[src/rtl/wallclock_pkg.sv]
// Shared constants and types for the wallclock time registers and their update arbiter.
// Grant bit positions, BCD digit limits and a small BCD-to-binary helper.
package wallclock_pkg;

  localparam int G_HOUR = 0;
  localparam int G_MIN  = 1;
  localparam int G_TICK = 2;
  localparam int G_LOAD = 3;

  localparam logic [3:0] DIGIT_MAX       = 4'd9;
  localparam logic [3:0] M2_MAX          = 4'd5;
  localparam logic [3:0] H2_MAX          = 4'd2;
  localparam logic [3:0] H1_MAX_AT_H2MAX = 4'd3;
  localparam logic [5:0] SEC_MAX         = 6'd59;

  typedef struct packed {
    logic [3:0] h2;
    logic [3:0] h1;
    logic [3:0] m2;
    logic [3:0] m1;
    logic [5:0] secs;
  } wall_time_t;

  // tens*10 + ones, built from shifts so it stays a narrow adder
  function automatic logic [6:0] bcd_to_bin(input logic [3:0] tens, input logic [3:0] ones);
    return ({3'b000, tens} << 3) + ({3'b000, tens} << 1) + {3'b000, ones};
  endfunction

endpackage

[src/rtl/bcd_time_next.sv]
// Combinational next-time function: given the current time and the one-hot grant,
// produce the time to be registered next cycle, plus the validity of the pending load digits.
module bcd_time_next
  import wallclock_pkg::*;
#(
  parameter int HOUR_MAX = 23,
  parameter int MIN_MAX  = 59
) (
  input  logic [3:0] cur_h2,
  input  logic [3:0] cur_h1,
  input  logic [3:0] cur_m2,
  input  logic [3:0] cur_m1,
  input  logic [5:0] cur_secs,
  input  logic [3:0] grant,
  input  logic [3:0] ld_h2,
  input  logic [3:0] ld_h1,
  input  logic [3:0] ld_m2,
  input  logic [3:0] ld_m1,
  output logic [3:0] nxt_h2,
  output logic [3:0] nxt_h1,
  output logic [3:0] nxt_m2,
  output logic [3:0] nxt_m1,
  output logic [5:0] nxt_secs,
  output logic       load_valid
);

  wall_time_t cur;
  wall_time_t nxt;
  logic [3:0] min_m2;
  logic [3:0] min_m1;
  logic       min_wrap;
  logic [3:0] hour_h2;
  logic [3:0] hour_h1;
  logic       digits_bcd;
  logic       hour_ok;

  assign cur = '{h2: cur_h2, h1: cur_h1, m2: cur_m2, m1: cur_m1, secs: cur_secs};

  // Minute increment with wrap at MIN_MAX; min_wrap drives the hour carry on a tick
  always_comb begin
    min_m2   = cur.m2;
    min_m1   = cur.m1 + 4'd1;
    min_wrap = 1'b0;
    if (bcd_to_bin(cur.m2, cur.m1) >= 7'(MIN_MAX)) begin
      min_m2   = '0;
      min_m1   = '0;
      min_wrap = 1'b1;
    end else if (cur.m1 >= DIGIT_MAX) begin
      min_m2 = cur.m2 + 4'd1;
      min_m1 = '0;
    end
  end

  always_comb begin
    hour_h2 = cur.h2;
    hour_h1 = cur.h1 + 4'd1;
    if (bcd_to_bin(cur.h2, cur.h1) >= 7'(HOUR_MAX)) begin
      hour_h2 = '0;
      hour_h1 = '0;
    end else if (cur.h1 >= DIGIT_MAX) begin
      hour_h2 = cur.h2 + 4'd1;
      hour_h1 = '0;
    end
  end

  assign digits_bcd = (ld_h2 <= DIGIT_MAX) && (ld_h1 <= DIGIT_MAX) &&
                      (ld_m2 <= DIGIT_MAX) && (ld_m1 <= DIGIT_MAX);
  assign hour_ok    = (ld_h2 <= H2_MAX) &&
                      !((ld_h2 == H2_MAX) && (ld_h1 > H1_MAX_AT_H2MAX)) &&
                      (bcd_to_bin(ld_h2, ld_h1) <= 7'(HOUR_MAX));
  assign load_valid = digits_bcd && hour_ok && (ld_m2 <= M2_MAX);

  always_comb begin
    nxt = cur;
    if (grant[G_LOAD]) begin
      if (load_valid) begin
        nxt.h2   = ld_h2;
        nxt.h1   = ld_h1;
        nxt.m2   = ld_m2;
        nxt.m1   = ld_m1;
        nxt.secs = '0;
      end
    end else if (grant[G_TICK]) begin
      if (cur.secs >= SEC_MAX) begin
        nxt.secs = '0;
        nxt.m2   = min_m2;
        nxt.m1   = min_m1;
        if (min_wrap) begin
          nxt.h2 = hour_h2;
          nxt.h1 = hour_h1;
        end
      end else begin
        nxt.secs = cur.secs + 6'd1;
      end
    end else if (grant[G_MIN]) begin
      nxt.m2 = min_m2;
      nxt.m1 = min_m1;
    end else if (grant[G_HOUR]) begin
      nxt.h2 = hour_h2;
      nxt.h1 = hour_h1;
    end
  end

  assign nxt_h2   = nxt.h2;
  assign nxt_h1   = nxt.h1;
  assign nxt_m2   = nxt.m2;
  assign nxt_m1   = nxt.m1;
  assign nxt_secs = nxt.secs;

endmodule

[src/rtl/time_update_arbiter.sv]
// Owns the wallclock time registers and serialises every write to them: requests land in
// pending slots and one fixed-priority winner (load > tick > min > hour) is applied per cycle.
module time_update_arbiter
  import wallclock_pkg::*;
#(
  parameter int TICK_QDEPTH = 3,
  parameter int HOUR_MAX    = 23,
  parameter int MIN_MAX     = 59
) (
  input  logic       CLK100MHZ,
  input  logic       RESET,
  input  logic       sec_tick,
  input  logic       inc_min_req,
  input  logic       inc_hour_req,
  input  logic       load_req,
  input  logic [3:0] ld_h2,
  input  logic [3:0] ld_h1,
  input  logic [3:0] ld_m2,
  input  logic [3:0] ld_m1,
  output logic [3:0] hours2,
  output logic [3:0] hours1,
  output logic [3:0] mins2,
  output logic [3:0] mins1,
  output logic [5:0] secs,
  output logic [3:0] grant,
  output logic       overrun,
  output logic       load_err
);

  localparam int CW = $clog2(TICK_QDEPTH + 1);
  localparam logic [CW-1:0] TICK_FULL = CW'(TICK_QDEPTH);

  logic [CW-1:0] tick_cnt_reg,  tick_cnt_next;
  logic          min_pend_reg,  min_pend_next;
  logic          hour_pend_reg, hour_pend_next;
  logic          load_pend_reg, load_pend_next;
  logic [15:0]   ld_reg,        ld_next;
  logic          overrun_reg,   overrun_next;
  logic [3:0]    h2_reg, h1_reg, m2_reg, m1_reg;
  logic [5:0]    secs_reg;

  logic [3:0] h2_next, h1_next, m2_next, m1_next;
  logic [5:0] secs_next;
  logic       load_valid;
  logic       load_ok;
  logic       tick_drop;
  logic       min_consumed, hour_consumed;
  logic       min_merge, hour_merge, load_merge;

  // Grant depends only on registered slots, so it never sees same-cycle request pulses
  always_comb begin
    grant = '0;
    if (load_pend_reg)
      grant[G_LOAD] = 1'b1;
    else if (tick_cnt_reg != '0)
      grant[G_TICK] = 1'b1;
    else if (min_pend_reg)
      grant[G_MIN] = 1'b1;
    else if (hour_pend_reg)
      grant[G_HOUR] = 1'b1;
  end

  bcd_time_next #(
    .HOUR_MAX (HOUR_MAX),
    .MIN_MAX  (MIN_MAX)
  ) u_next (
    .cur_h2     (h2_reg),
    .cur_h1     (h1_reg),
    .cur_m2     (m2_reg),
    .cur_m1     (m1_reg),
    .cur_secs   (secs_reg),
    .grant      (grant),
    .ld_h2      (ld_reg[15:12]),
    .ld_h1      (ld_reg[11:8]),
    .ld_m2      (ld_reg[7:4]),
    .ld_m1      (ld_reg[3:0]),
    .nxt_h2     (h2_next),
    .nxt_h1     (h1_next),
    .nxt_m2     (m2_next),
    .nxt_m1     (m1_next),
    .nxt_secs   (secs_next),
    .load_valid (load_valid)
  );

  assign load_ok  = grant[G_LOAD] & load_valid;
  assign load_err = grant[G_LOAD] & ~load_valid;

  // Tick queue: simultaneous request and grant cancel out; a full queue drops the tick
  always_comb begin
    tick_cnt_next = tick_cnt_reg;
    tick_drop     = 1'b0;
    if (sec_tick && !grant[G_TICK]) begin
      if (tick_cnt_reg == TICK_FULL)
        tick_drop = 1'b1;
      else
        tick_cnt_next = tick_cnt_reg + 1'b1;
    end else if (!sec_tick && grant[G_TICK]) begin
      tick_cnt_next = tick_cnt_reg - 1'b1;
    end
  end

  // A valid load supersedes any queued button presses; a fresh press in that cycle still lands
  always_comb begin
    min_consumed   = grant[G_MIN] | load_ok;
    hour_consumed  = grant[G_HOUR] | load_ok;
    min_merge      = inc_min_req & min_pend_reg & ~min_consumed;
    hour_merge     = inc_hour_req & hour_pend_reg & ~hour_consumed;
    load_merge     = load_req & load_pend_reg & ~grant[G_LOAD];
    min_pend_next  = inc_min_req | (min_pend_reg & ~min_consumed);
    hour_pend_next = inc_hour_req | (hour_pend_reg & ~hour_consumed);
    load_pend_next = load_req | (load_pend_reg & ~grant[G_LOAD]);
    ld_next        = load_req ? {ld_h2, ld_h1, ld_m2, ld_m1} : ld_reg;
    overrun_next   = overrun_reg | tick_drop | min_merge | hour_merge | load_merge;
  end

  always_ff @(posedge CLK100MHZ or posedge RESET) begin
    if (RESET) begin
      tick_cnt_reg  <= '0;
      min_pend_reg  <= 1'b0;
      hour_pend_reg <= 1'b0;
      load_pend_reg <= 1'b0;
      ld_reg        <= '0;
      overrun_reg   <= 1'b0;
      h2_reg        <= '0;
      h1_reg        <= '0;
      m2_reg        <= '0;
      m1_reg        <= '0;
      secs_reg      <= '0;
    end else begin
      tick_cnt_reg  <= tick_cnt_next;
      min_pend_reg  <= min_pend_next;
      hour_pend_reg <= hour_pend_next;
      load_pend_reg <= load_pend_next;
      ld_reg        <= ld_next;
      overrun_reg   <= overrun_next;
      h2_reg        <= h2_next;
      h1_reg        <= h1_next;
      m2_reg        <= m2_next;
      m1_reg        <= m1_next;
      secs_reg      <= secs_next;
    end
  end

  assign hours2  = h2_reg;
  assign hours1  = h1_reg;
  assign mins2   = m2_reg;
  assign mins1   = m1_reg;
  assign secs    = secs_reg;
  assign overrun = overrun_reg;

endmodule
[config.mk]
export PLATFORM = sky130hd
export DESIGN_NAME = time_update_arbiter
export DESIGN_NICKNAME = d
export VERILOG_FILES = /design/src/rtl/wallclock_pkg.sv /design/src/rtl/bcd_time_next.sv /design/src/rtl/time_update_arbiter.sv
export SDC_FILE = /design/constraint.sdc
export NUM_CORES = 1
export LEC_CHECK = 0
export CORE_UTILIZATION = 58
export DETAILED_ROUTE_END_ITERATION = 12
export PLACE_DENSITY = 0.86
export SYNTH_ARGS = -nofsm -noshare
export SYNTH_HDL_FRONTEND = slang
export SYNTH_SLANG_ARGS = --single-unit
export TNS_END_PERCENT = 20
[constraint.sdc]
create_clock -name CLK100MHZ -period 4.6 [get_ports CLK100MHZ]
set_input_delay 0.69 -clock CLK100MHZ [delete_from_list [all_inputs] [get_ports CLK100MHZ]]
set_output_delay 0.69 -clock CLK100MHZ [all_outputs]
set_load 0.01 [all_outputs]
After elaboration in Yosys (flattened, before gate mapping)
Index checks and enable logic that the tools add are counted.

operators by class
  equality and inequality tests = 7
  reduce and logical (&&, ||, !) cells = 22
  $lt $le $gt $ge = 13
  add/sub/neg operators = 13
  multiplexer cells = 31
  bitwise gates (word level) = 24

operators with widths
  kind                                                                   count
  22-bit 2-to-1 mux                                                      2
  16-bit 2-to-1 mux                                                      2
  4-bit 2-to-1 mux                                                       8
  8-bit 2-to-1 mux                                                       4
  7-bit by 4-bit adder with 7-bit output                                 3
  7-bit by 5-bit adder with 7-bit output                                 3
  4-bit by 1-bit adder with 4-bit output, second input constant          4
  4-bit <= comparator, second input constant                             4
  6-bit 2-to-1 mux                                                       2
  1-bit bitwise AND                                                      11
  1-bit logical AND                                                      10
  3-bit by 1-bit != test with 1-bit output, second input constant        3
  1-bit bitwise OR                                                       9
  4-bit >= comparator, second input constant                             2
  1-bit 2-to-1 mux                                                       8
  2-bit 2-to-1 mux                                                       4
  7-bit by 5-bit >= comparator with 1-bit output, second input constant  1
  7-bit by 6-bit >= comparator with 1-bit output, second input constant  1
  7-bit by 5-bit <= comparator with 1-bit output, second input constant  1
  6-bit by 1-bit adder with 6-bit output, second input constant          1
  6-bit >= comparator, second input constant                             1
  2-bit nonzero test                                                     3
  3-bit nonzero test                                                     2
  5-bit AND reduction                                                    1
  other kinds (14)                                                       20

word-level totals
  register bits = 44
  input port bits = 22
  word-level logic and storage cells = 121
  output and inout port bits = 28

Logic depth before layout (Yosys ltp)
Gate-level depths: netlist of the first run.

  depth after elaboration = 14
  depth in mapped cells = 11
  depth with buffers taken out = 10

Hierarchy
A second synthesis of the first run with hierarchy kept.

second synthesis, totals
  cells, all modules = 319
  area, all modules = 3,164.3 um^2

modules (own cells, without submodules)
  module               times used  area an instance (um^2)  cells an instance  sequential area each (um^2)
  bcd_time_next        1           1,709.1                  229                0.0
  time_update_arbiter  1           1,455.1                  90                 1,101.1

Worst setup path before layout of the first run
OpenSTA, ideal clock, no wires.

  kind = register to register
  from = register m2_reg[0], in the netlist mins2[0]
  to = register m2_reg[1], in the netlist mins2[1]
  setup slack = 1.697 ns
  data arrival time = 2.778 ns
  period minus slack after synthesis = 2.903 ns
  required time = 4.475 ns
  cell stages (with the launch flop) = 11
  cells stage by stage = dfrtp_1 -> inv_1 -> fa_1 -> inv_1 -> fa_1 -> xor2_1 -> nand2_1 -> nor4_4 -> a2111oi_4 -> nor2_2 -> mux2_4

between the ends
  cells in the longest elaborated chain, start to end = 7
  elaborated cells between the ends (all ways) = 10
  classes of those cells = add/sub: 3; order compare: 1; mux: 6

RTL lines
  element                                                line                                      text
  start: declaration                                     time_update_arbiter.sv:39                 logic [3:0] h2_reg, h1_reg, m2_reg, m1_reg;
  start signal: assignment                               time_update_arbiter.sv:138                m2_reg <= m2_next;
  7-bit by 5-bit adder with 7-bit output                 wallclock_pkg.sv:26                       return ({3'b000, tens} << 3) + ({3'b000, tens} << 1) + {3'b000, ones};
  7-bit by 4-bit adder with 7-bit output                 wallclock_pkg.sv:26
  7-bit by 6-bit >= comparator with 1-bit output         bcd_time_next.sv:44                       if (bcd_to_bin(cur.m2, cur.m1) >= 7'(MIN_MAX)) begin
  4-bit 2-to-1 mux *                                     bcd_time_next.sv:44
  8-bit 2-to-1 mux or 16-bit 2-to-1 mux (tied branches)  bcd_time_next.sv:95, bcd_time_next.sv:84
  16-bit 2-to-1 mux *                                    bcd_time_next.sv:83                       end else if (grant[G_TICK]) begin
  22-bit 2-to-1 mux *                                    bcd_time_next.sv:75                       if (grant[G_LOAD]) begin

Every way passes the cells marked *; elsewhere a longest branch is shown, timed or not. The select of a mux whose other input is x is not followed.
A chain may end at the register's enable or synchronous reset.

Worst setup path after layout of the first run
  from = register ld_reg[12]
  to = output load_err

between the ends
  cells in the longest elaborated chain, start to end = 9
  elaborated cells between the ends (all ways) = 17
  classes of those cells = add/sub: 2; order compare: 3; eq/ne: 1; bitwise: 2; reduce/logical: 9

RTL lines
  element                                                                                         line                        text
  start: declaration                                                                              time_update_arbiter.sv:37   logic [15:0] ld_reg, ld_next;
  start signal: assignment                                                                        time_update_arbiter.sv:134  ld_reg <= ld_next;
  parallel branches: the longest is 5 deep, another holds 7-bit by 5-bit adder with 7-bit output  n/a
  1-bit logical AND * (2 in a row)                                                                bcd_time_next.sv:71         assign load_valid = digits_bcd && hour_ok && (ld_m2 <= M2_MAX);
  1-bit inverter *                                                                                time_update_arbiter.sv:86   assign load_err = grant[G_LOAD] & ~load_valid;
  1-bit bitwise AND *                                                                             time_update_arbiter.sv:86
  end: declaration                                                                                time_update_arbiter.sv:27   output logic load_err

Mark *: on every way between the ends.

==> impl_metrics.yaml, run 1 <==
status:
  status: "finished clean"
placement:
  buffer_ports.inserted: 49
  gp_congestion: 0.830
  dp_hpwl_um: 5020
  place_inst: 397
critical_path:
  worst-r2r-cell-count: 10
  path_buf_inv: 1
  critPathKind: "reg2out"
  cp.arrival_ns: 2.85
  worstSetupStartpointType: "flop"
  cp_max_fo: 5
  rrSetupSlack_ns: 1.42
  crit_path_max_incr_delay_ns: 0.55
  cp_cell_sequence: "fa_1 -> fa_1 -> nor2b_1 -> o31a_2 -> nand4_1 -> and2_1 -> clkdlybuf4s50_1"
  slowest_stage: "fa_1"
  critPathRequiredTime_ns: 3.91
  cp.depth: 7
  cpMostUsedCell: "fa_1"
  crit_family: "adder cells"
  end_kind: "output port"
drt:
  wl_um: 6720
  dr.pass1.iters: 4
  drtIter0Drc: 207
  post_drt_wl_per_cell_um: 16.6
  vias: 2452
  final_antenna_net_count: 0
  viasPerCell: 6.05
  drc: 0
cells_and_area:
  largest_reg_flops: 16
  final_cells: 405
  diodes: 0
  fillers: 372
  nets: 392
  fin_util_pct: 72.5
  drive_above_1_share_pct: 14.3
  areaGrowthSynthToFinish_pct: 20.7
yosys:
  synth-seq-area-share_pct: 36.1
  synth_fa_ha_area_share_pct: 16.3
  synth_seq_cells: 44
  syn-num-nets: 343
  yosys.cell_count.top_type: "dfrtp_1"
  synthMuxAreaShare_pct: 7.72
  syn_inst: 285
  synth.top_cells.by_area: "dfrtp_1 (36%), ha_1 (12%), mux2_2 (5.9%)"
  synth_compound_area_share_pct: 20.4
  synth_common_cells: "dfrtp_1 (44), ha_1 (30), inv_1 (20)"
  synth_top_family_by_area: "compound AO/OA/AOI/OAI gates"
  synth_edf_count: 0
  ys_dominant_reg_cell: "dfrtp_1"
  yosys.area.top_type: "dfrtp_1"
  synth-async-reset-ratio_pct: 100
  synthXorXnorAreaFrac_pct: 1.44
  syn_area_per_cell_um2: 10.7
  synth-simple-area-share_pct: 13.8
  yosysWarnings: 0
  synth.distinct_cells: 64
  yosys.area.top_type_share_pct: 36.1
  synthesis.area_um2: 3050
cts:
  cts_setup_buffers: 0
  clock-root-buffer: "clkbuf_8"
  cts_tree: "done"
  numCtsBuffers: 5
  htree_levels: 2
  cts_sinks: 44
  cts.hold.buffers_added: 0
  clk_latency_ns: 0.31
  cts_buffer_depth: 2
  ctsResizeCount: 0
  clk_pin_slew_ns: 0.09
floorplan:
  ios: 50
  die_h_um: 74.5
  die_w_um: 74.5
  die-area_um2: 5550
  coreArea_um2: 5070
  initial_utilization_pct: 60.1
  rows: 26
timing:
  clock.fmax_mhz: 283
  tightest_slew_ns: 0.848
  period_needed_ns: 3.54
  layout_worst_path_cycle_share_pct: 76.9
  rsz0062_at_grt: "no"
  tns_ns: 0
  finClkSkew_ns: 0.0121
  report.final.slew_viol_count: 0
  slew-limit-headroom_pct: 43.3
  hold_viol: 0
  setup_viol: 0
pwr:
  p_leak_nw: 1.60
  irDropWorstVdd_v: 0.000278
  pwr_density_cell_nw_per_um2: 487
global_routing:
  first_global_vias: 2379
  grt_pass1_wl_um: 11300
  track_usage_pct: 27.2
  grt_max_degree: 45
  overflow: 0
  antenna_found_initial: 0
run:
  maxCapViolCount: 0
hold_path:
  hold_path.class: "reg2reg"
  min_path_cells: 2
==> cells by family (layout without fill, tap and decap cells) <==
group | count (synthesis) | count (layout)
compound gates | 84 | 84
simple gates | 67 | 67
flops | 44 | 44
fa+ha+maj | 36 | 36
buf+inv | 29 | 79
mux | 20 | 20
xor+xnor | 5 | 5
==> cell type report <==
cell class	count	area, um2	share of cell area, %
multi-input cells	212	1820	49.4
flip-flops and latches	44	1100	29.9
repair buffers	51	505	13.7
well taps	70	87.6	2.38
clock buffers	7	86.3	2.35
inverters	20	75.1	2.04
clock inverters	1	7.51	0.204
==> path summary, 6_finish.rpt <==
| path | startpoint | end |
|---|---|---|
| worst max-delay path | ld_reg[12] | load_err |
| worst min-delay path | overrun | overrun |
| worst max register to register | mins2[0] | hours2[1] |
| worst min register to register | overrun | overrun |
| max in group asynchronous | RESET | hours1[0] |
| min in group asynchronous | RESET | ld_reg[11] |
==> through the flow <==
step | instance area (um2) | hold slack, ns | power (W) | setup WS, ns
finish | 3680 | 0.490 | 0.00179 | 1.06
global route | 3680 | 0.519 | 0.00192 | 0.945
CTS | 3680 | 0.494 | 0.00179 | 1.06
detailed placement | 3590 | 0.471 | 0.00154 | 1.40
global placement | 3590 | 0.465 | 0.00149 | 1.45
floorplan | 3050 | 0.481 | 0.00121 | 1.70
==> cells in the final DEF (no fill, tap or decap), drive strengths merged, types with 3 or more instances in the layout <==
cell type,netlist,final
inv,20,19
nor4,3,3
a22o,3,3
a31oi,3,3
fa,6,6
nand2,14,14
mux2,19,19
nor2,12,12
ha,30,30
and2,5,5
a21o,3,3
a221oi,5,5
o21ai,13,13
clkdlybuf4s50,0,49
a211oi,3,3
nand3,10,10
a21boi,3,3
nor2b,3,3
o22ai,5,5
xnor2,3,3
nor3,5,5
dfrtp,44,44
a21oi,20,20
nand4,4,4
a22oi,3,3
clkbuf,1,7
o31ai,5,5
==> tightest hold or removal path: cells and delay by family (launching register included) <==
family | cells | cell delay (ns)
and+or+nand+nor | 1 | 0.06
AOI/OAI and AO/OA | 1 | 0.05
DFF | 1 | 0.35
==> power breakdown <==
part / internal (W) / switching, W
Clock: 0.000122 / 0.000139
Sequential: 0.000477 / 0.000152
Combinational: 0.000434 / 0.000467
Total: 0.00103 / 0.000758
==> per-layer routing <==
layer | global-route usage, % | share of wire (%)
met3 | 4.88 | 4.0
met2 | 45.8 | 51
met5 | 0 | 0
met4 | 8.81 | 1.4
met1 | 35.4 | 44
Power figures use the tool's default switching activity.
==> inputs of run 2 (changes only) <==
--- a/config.mk
+++ b/config.mk
@@ -5,9 +5,9 @@
 export SDC_FILE = /design/constraint.sdc
 export NUM_CORES = 1
 export LEC_CHECK = 0
-export CORE_UTILIZATION = 58
+export CORE_UTILIZATION = 49
 export DETAILED_ROUTE_END_ITERATION = 12
-export PLACE_DENSITY = 0.86
+export PLACE_DENSITY = 0.77
 export SYNTH_ARGS = -nofsm -noshare
 export SYNTH_HDL_FRONTEND = slang
 export SYNTH_SLANG_ARGS = --single-unit
==> constraint.sdc (replaced) <==
create_clock -name CLK100MHZ -period 3.11 [get_ports CLK100MHZ]
set_input_delay 0.4665 -clock CLK100MHZ [delete_from_list [all_inputs] [get_ports CLK100MHZ]]
set_output_delay 0.4665 -clock CLK100MHZ [all_outputs]
set_load 0.01 [all_outputs]
==> impl_metrics.yaml, run 2 (same netlist as run 1, synthesis figures left out) <==
cts:
  clk_latency_ns: 0.29
  htree_levels: 2
  cts_sinks: 44
  clk_pin_slew_ns: 0.08
  cts.hold.buffers_added: 0
  cts_buffer_depth: 2
  clock-root-buffer: "clkbuf_8"
  cts_tree: "done"
  numCtsBuffers: 5
cells_and_area:
  diodes: 0
  layout_commonest_cell: "clkdlybuf4s50_1"
  fillers: 509
  finish.instance_area_um2: 3800
  largest_reg_flops: 16
  fin_util_pct: 63.8
  areaGrowthSynthToFinish_pct: 24.6
  drive_above_1_share_pct: 19.0
  layout_common_cells: "clkdlybuf4s50_1 (48), dfrtp_1 (43), ha_1 (29)"
  nets: 406
drt:
  vias: 2436
  drc: 0
  final_antenna_net_count: 0
  top_layer_used: "met4"
  dr.pass1.iters: 4
  wl_um: 6690
  post_drt_wl_per_cell_um: 15.8
  drtIter0Drc: 102
  wl_met3_um: 180
  wl_met2_um: 3340
  drt-met1-wl_um: 3100
  viasPerCell: 5.76
critical_path:
  end_kind: "output port"
  cp.arrival_ns: 2.50
  cp_max_fo: 2
  rrSetupSlack_ns: 0.16
  slowest_stage: "fa_2"
  crit_family: "adder cells"
  crit_path_max_incr_delay_ns: 0.53
  path_buf_inv: 1
  cp_cell_sequence: "fa_2 -> fa_2 -> nor2b_1 -> o31a_2 -> nand4_1 -> and2_1 -> dlygate4sd2_1"
  worstSetupStartpointType: "flop"
  critPathRequiredTime_ns: 2.64
  critPathKind: "reg2out"
  cpMostUsedCell: "fa_2"
status:
  status: "finished clean"
floorplan:
  initial_utilization_pct: 51.2
  die_w_um: 80.9
  coreArea_um2: 5960
  ios: 50
  rows: 28
  die_h_um: 80.9
  die-area_um2: 6540
timing:
  setup_viol: 0
  tightest_slew_ns: 0.855
  layout_worst_path_cycle_share_pct: 95.5
  clock.fmax_mhz: 337
  period_needed_ns: 2.97
  worst_hold_slack_ns: 0.389
  report.final.slew_viol_count: 0
  finClkSkew_ns: 0.00610
  rsz0062_at_grt: "no"
  tns_ns: 0
  hold_viol: 0
  slew-limit-headroom_pct: 42.8
global_routing:
  grt_max_degree: 37
  overflow: 0
  first_global_vias: 2336
  track_usage_pct: 21.9
  grt_pass1_wl_um: 11000
  antenna_found_initial: 0
run:
  maxCapViolCount: 0
pwr:
  irDropWorstVdd_v: 0.000500
  p_leak_nw: 1.67
  pwr_density_cell_nw_per_um2: 702
placement:
  dp_hpwl_um: 5030
  placed_area_um2: 3670
  gp_congestion: 0.854
  buffer_ports.inserted: 49
hold_path:
  hold_path.class: "in2async"
## run 2: what timing repair did
action	in CTS	in global routing
pin swaps	1	2
buffers inserted	1	2
setup endpoints to repair	1	3
resized for setup	1	6
gates cloned	0	0
## run 2: report_power, final
part	total (W)	switching, W	internal, W	leakage, nW
Clock	0.000340	0.000187	0.000153	0.0410
Sequential	0.000891	0.000184	0.000707	0.533
Combinational	0.00144	0.000739	0.000697	1.09
## run 2: worst paths after layout
| check | start | to | cells past startpoint |
|---|---|---|---|
| min in group CLK100MHZ | overrun | overrun | 2 |
| hold reg to reg | overrun | overrun | 2 |
| setup / recovery | ld_reg[11] | load_err | 7 |
| setup reg to reg | hours2[1] | hours2[1] | 9 |
| max in group asynchronous | RESET | hours2[1] | 3 |
| hold / removal | RESET | ld_reg[9] | 2 |
## run 2: worst register-to-register path: stages, from the launching register on
cell,delay (ns)
dfrtp_1,0.46
ha_1,0.33
ha_1,0.22
fa_1,0.41
a21o_1,0.19
a21oi_2,0.19
xnor2_1,0.15
nor4_4,0.47
nor2_4,0.10
mux2_4,0.32
## run 2: per-stage QoR
step	std cells	total power (W)	setup WS, ns
2_1_floorplan	285	0.00179	0.207
3_3_place_gp	413	0.00226	0.172
3_5_place_dp	413	0.00232	0.113
4_1_cts	421	0.00267	0.0708
5_1_grt	423	0.00290	0.00282
6_report	423	0.00267	0.139
## run 2: metal layers
layer	up-vias	track usage [%]
met3	10	3.03
li1	1185	-
met5	-	0
met1	1197	29.9
met4	0	5.54
met2	44	36.6
## run 2: layout make-up
type,instances,area (um2),area share (%)
repair buffers,65,609,16.0
multi-input cells,212,1840,48.4
well taps,75,93.8,2.47
clock buffers,6,72.6,1.91
clock inverters,1,5.00,0.132
inverters,20,75.1,1.98
flip-flops and latches,44,1100,29.0
